$ cat src/rtl/writeback_stage.sv
// MEM/WB pipeline register with writeback select, one-shot register-file write,
// a forwarding tap that stays live while the entry is held, and a retired counter.
module writeback_stage #(
  parameter int W  = 16,
  parameter int N  = 3,
  parameter int CW = 16
) (
  input  logic          clk,
  input  logic          rst,
  input  logic          mem_valid,
  input  logic [2:0]    wb_signals,
  input  logic [W-1:0]  alu_result,
  input  logic [W-1:0]  mem_data,
  input  logic [W-1:0]  imm,
  input  logic [W-1:0]  in_port,
  input  logic [N-1:0]  dst_addr,
  input  logic          stall,
  input  logic          flush,
  output logic          regWrite,
  output logic [W-1:0]  WD,
  output logic [N-1:0]  WA,
  output logic          fwd_en,
  output logic [N-1:0]  fwd_addr,
  output logic [W-1:0]  fwd_data,
  output logic [CW-1:0] retired
);

  typedef enum logic [1:0] {
    SEL_ALU = 2'b00,
    SEL_MEM = 2'b01,
    SEL_IMM = 2'b10,
    SEL_INP = 2'b11
  } wb_sel_e;

  logic          valid_q;
  logic          presented_q;
  logic          rw_q;
  wb_sel_e       sel_q;
  logic [W-1:0]  alu_q;
  logic [W-1:0]  mem_q;
  logic [W-1:0]  imm_q;
  logic [W-1:0]  inp_q;
  logic [N-1:0]  dst_q;
  logic [CW-1:0] retired_q;
  logic [CW-1:0] retired_d;
  logic [W-1:0]  wd_d;

  // Only a real load of a valid instruction counts; flush and stall edges never do.
  always_comb begin
    retired_d = retired_q;
    if (!flush && !stall && mem_valid) begin
      retired_d = retired_q + CW'(1);
    end
  end

  // NOTE: state registers use non-blocking assignments so every flop samples
  // pre-edge values, independent of statement order.
  always_ff @(posedge clk or negedge rst) begin
    if (!rst) begin
      valid_q     <= 1'b0;
      presented_q <= 1'b0;
      rw_q        <= 1'b0;
      sel_q       <= SEL_ALU;
      alu_q       <= '0;
      mem_q       <= '0;
      imm_q       <= '0;
      inp_q       <= '0;
      dst_q       <= '0;
      retired_q   <= '0;
    end else if (flush) begin
      valid_q     <= 1'b0;
      presented_q <= 1'b1;
    end else if (stall) begin
      // Held entry must not issue a second register-file write.
      presented_q <= 1'b0;
    end else begin
      valid_q     <= mem_valid;
      presented_q <= 1'b1;
      rw_q        <= wb_signals[2];
      sel_q       <= wb_sel_e'(wb_signals[1:0]);
      alu_q       <= alu_result;
      mem_q       <= mem_data;
      imm_q       <= imm;
      inp_q       <= in_port;
      dst_q       <= dst_addr;
      retired_q   <= retired_d;
    end
  end

  // NOTE: a default assignment ahead of the case keeps this block free of latches.
  always_comb begin
    wd_d = alu_q;
    unique case (sel_q)
      SEL_ALU: wd_d = alu_q;
      SEL_MEM: wd_d = mem_q;
      SEL_IMM: wd_d = imm_q;
      SEL_INP: wd_d = inp_q;
    endcase
  end

  assign WD       = wd_d;
  assign WA       = dst_q;
  assign regWrite = valid_q & rw_q & presented_q;
  assign fwd_en   = valid_q & rw_q;
  assign fwd_addr = dst_q;
  assign fwd_data = wd_d;
  assign retired  = retired_q;

endmodule
$ cat config.mk
export PLATFORM = sky130hd
export DESIGN_NAME = writeback_stage
export DESIGN_NICKNAME = d
export VERILOG_FILES = /design/src/rtl/writeback_stage.sv
export SDC_FILE = /design/constraint.sdc
export NUM_CORES = 1
export LEC_CHECK = 0
export CAP_MARGIN = 15
export CORE_ASPECT_RATIO = 0.6
export CORE_MARGIN = 4
export CORE_UTILIZATION = 35
export DETAILED_ROUTE_END_ITERATION = 8
export PLACE_DENSITY = 0.75
export SYNTH_ARGS = -nofsm -noshare
export SYNTH_HDL_FRONTEND = slang
export SYNTH_SLANG_ARGS = --single-unit
$ cat constraint.sdc
create_clock -name clk -period 1.75 [get_ports clk]
set_input_delay 0.35 -clock clk [delete_from_list [all_inputs] [get_ports clk]]
set_output_delay 0.35 -clock clk [all_outputs]
set_load 0.1 [all_outputs]
======== After elaboration in Yosys (flattened, before gate mapping) ========
Index checks and enable logic that the tools add are counted.
W data, S select, Z words.
storage, ports and cells
  output and inout port bits .............. 56
  bits in registers ....................... 88
  bits of input ports ..................... 75
operators by class
  reductions and logical operators ........ 7
  mux-type cells .......................... 5
  $add $sub $neg .......................... 1
  bitwise logic cells ..................... 4
  eq/ne operators ......................... 4
operator list
  kind                     number
  $pmux W16 S4             1
  $add A16 B1 Y16 const B  1
  $eq A2 B2 Y1 const B     2
  $mux W1                  4
  $reduce_and A3 Y1        1
  $and A1 B1 Y1            2
  $eq A2 B1 Y1 const B     1
  $logic_and A1 B1 Y1      2
  $logic_not A1 Y1         2
  $logic_not A2 Y1         1
  $ne A2 B1 Y1 const B     1
  $not A1 Y1               2
  $reduce_and A2 Y1        1

======== Logic depth before layout (Yosys ltp) ========
  depth in word-level cells ............... 4
  gate-level depth with buffers ........... 4
  depth with buffers taken out ............ 4

======== Least setup slack after synthesis ========
Ideal clock, no wire load.
  path kind ............................... register to output
  start point ............................. reg sel_q[0]
  end point ............................... out fwd_data[0]
  cell stages (with the launch flop) ...... 5
  path slack .............................. -0.510 ns
  arrival ................................. 1.910 ns
  required time ........................... 1.400 ns
  path buffers ............................ 3
  cells stage by stage .................... dfrtp_1 buf_2 buf_4 mux4_2 buf_4
between the ends
  cells in the longest elaborated chain, start to end .. 2
ends and longest elaborated chain
  element                               line  RTL
  start: declaration                    38    wb_sel_e sel_q;
  start signal: assignment              80    sel_q <= wb_sel_e'(wb_signals[1:0]);
  $eq A2 B2 Y1 (tied with other cells)  93    unique case (sel_q)
  $pmux W16 S4 (*)                      93
  end: declaration                      24    output logic [W-1:0] fwd_data,
Every way passes the cells marked *; elsewhere a longest branch is shown, timed or not.

======== Final worst setup path ========
  start point ............................. reg sel_q[0]
  end point ............................... out fwd_data[7]
Same word-level chain as after synthesis.

==> impl_metrics.json <==
{
  "synth_seq_cells": 88,
  "required_ps": 1400,
  "maxCapViolations": 0,
  "syn_area_um2": 3900,
  "hold_viol": 0,
  "via_count": 2473,
  "netlist_instances": 249,
  "antenna_found_initial": 0,
  "ys_types": 23,
  "powerDensity_nw_per_um2": 1450,
  "antennaDiodeCount": 0,
  "drc": 0,
  "fin_area_um2": 6220,
  "start_util_pct": 36.3,
  "drive_gt1_share_pct": 49.5,
  "clk_pin_slew_worst_paths_ps": 60,
  "total_leakage_power_nw": 2.57,
  "fin_crit_sh_pct": 117,
  "cts_root_buf": "clkbuf_16",
  "grt_pass1_vias": 2768,
  "num_rows": 29,
  "postRouteAntennaNets": 0,
  "worst_pin_slew_ps": 298,
  "grt_pass1_wl_um": 14800,
  "grt_max_degree": 48,
  "maxSlewHeadroom_pct": 80.1,
  "nNetsFinal": 451,
  "place_area_um2": 5910,
  "wl_per_cell_um": 17.0,
  "cts_tree": "yes",
  "skew_ps": 4.12,
  "htreeDepth": 3,
  "violations": "negative setup slack",
  "reg2reg_depth": 4,
  "track_usage_pct": 14.5,
  "end_kind": "output port",
  "die_area_um2": 13000,
  "maxSlewViolCount": 0,
  "routed_wirelength_um": 8840,
  "hpwl_um": 6880,
  "arrival_ps": 1700,
  "yosys_warnings": 0,
  "total_power_mw": 9.01,
  "fmax_ghz": 0.487,
  "dr.pass1.iters": 4,
  "yosys.area.top_type": "dfrtp_1",
  "io_buffer_count": 130,
  "crit_type": "reg2out",
  "rr_startpoint": "retired[2]",
  "holdCritPathClass": "in2async",
  "synth_fp_nets": 325,
  "rsz0062_at_grt": "true",
  "drt_iter0_drc": 93,
  "areaGrowthSynthToFinish_pct": 59.5,
  "post_synth.cell_area_avg_um2": 15.7,
  "final_util_pct": 57.9,
  "grt_overflow": 0,
  "crit_fanout": 10,
  "min_period_ps": 2050,
  "status": "finished, violations left",
  "vias_per_cell": 4.76,
  "timing.rr.end": "retired[9]",
  "cts_sinks": 88,
  "r2r_setup_slack_ps": 260,
  "synthTopCellsByArea": "dfrtp_1 56%, mux2_2 20%, mux4_2 9.2%",
  "core_area_um2": 10700,
  "setup_ws_ps": -303,
  "die_w_um": 144,
  "yosys.area.top_type_share_pct": 56.4,
  "post_cts.repair.setup_buffers": 0,
  "setup_viol": 32,
  "place.gp.congestion": 0.753,
  "clockBufferDepth": 2,
  "ios": 131,
  "vdd_drop_max_v": 0.00107,
  "ys_seq_area_share_pct": 56.4,
  "tns_ps": -8950,
  "clk_latency_ps": 330,
  "cts_buffers": 9,
  "die_y_um": 89.8,
  "start_kind": "flip-flop"
}
## layout make-up
| type | instances | area (um^2) |
|---|---|---|
| Clock buffer | 12 | 246 |
| Clock inverter | 4 | 53.8 |
| Fill cell | 844 | 4520 |
| Multi-Input combinational cell | 131 | 1510 |
| Sequential cell | 88 | 2220 |
| Tap cell | 139 | 174 |
| Timing Repair Buffer | 145 | 2030 |
## layer usage
metal / routed length (um) / vias up / global-route usage [%]
met5: 0 / - / 0
met4: 97 / 0 / 4.19
met3: 476 / 9 / 4.51
met2: 4190 / 65 / 22.1
met1: 4080 / 1266 / 19.8
li1: - / 1133 / -
## worst max-delay path: stages (launching register included)
cell and delay, ps:
dfrtp_2 410, buf_12 160, mux4_2 590, buf_12 200
## per-stage QoR
step | hold slack, ps | cells | setup WS (ps)
2_1_floorplan | 54.4 | 249 | -300
6_report | 457 | 519 | -303
5_1_grt | 476 | 519 | -377
4_1_cts | 467 | 519 | -338
3_5_place_dp | 264 | 502 | -186
3_3_place_gp | 260 | 502 | -132
## worst max path at each step
stage                   to  startpoint  cells after the start  slack (ps)
5_1_grt        fwd_data[7]    sel_q[0]                      3        -380
4_1_cts        fwd_data[7]    sel_q[0]                      3        -340
3_5_place_dp      inp_q[3]       flush                      4        -190
3_3_place_gp      inp_q[5]       flush                      4        -130
6_report       fwd_data[7]    sel_q[0]                      3        -300
2_1_floorplan  fwd_data[0]    sel_q[0]                      4        -300
## Yosys cell counts (all sizes together)
master / instances
xnor2: 10
nor2: 4
clkbuf: 1
ha: 1
nand3: 4
buf: 29
and2: 1
nor3b: 1
and3: 3
and4: 5
dfrtp: 88
xor2: 5
nand2b: 1
nand2: 3
nand4: 5
mux2: 71
mux2i: 1
mux4: 16
## kinds of logic (layout without fill, tap and decap cells)
| group | Yosys count | after routing | synth area share (%) |
|---|---|---|---|
| xor+xnor | 15 | 15 | 3.56 |
| mux | 88 | 88 | 30.0 |
| fa+ha+maj | 1 | 1 | 0.321 |
| buf+inv | 30 | 161 | 5.10 |
| flops | 88 | 88 | 56.4 |
| simple gates | 27 | 27 | 4.59 |
## power by group
part	switching [mW]	internal, mW
Sequential	0.244	2.34
Clock	0.761	1.15
Combinational	2.79	1.73
Total	3.80	5.22
## flip-flops by register name, indices dropped and copies added (netlist names)
register     flops
WA               3
presented_q      1
mem_q           16
sel_q            2
imm_q           16
valid_q          1
inp_q           16
rw_q             1
alu_q           16
retired         16
## repair_timing
item / in CTS / in global routing
endpoints found under the setup margin: 32 / 32
hold buffers: 1 / 0
resized for setup: 2 / 0
hold endpoints to repair: 21 / 0
gates cloned: 0 / 0
## cell usage in the layout, fill, tap and decap left out, drive strengths merged, types with 2 or more instances in the layout
master / instances
dfrtp: 88
clkdlybuf4s50: 73
mux2: 71
buf: 71
mux4: 16
clkbuf: 12
xnor2: 10
nand4: 5
xor2: 5
and4: 5
nand3: 4
nor2: 4
and3: 3
nand2: 3
clkinvlp: 2
Power figures use the tool's default switching activity.
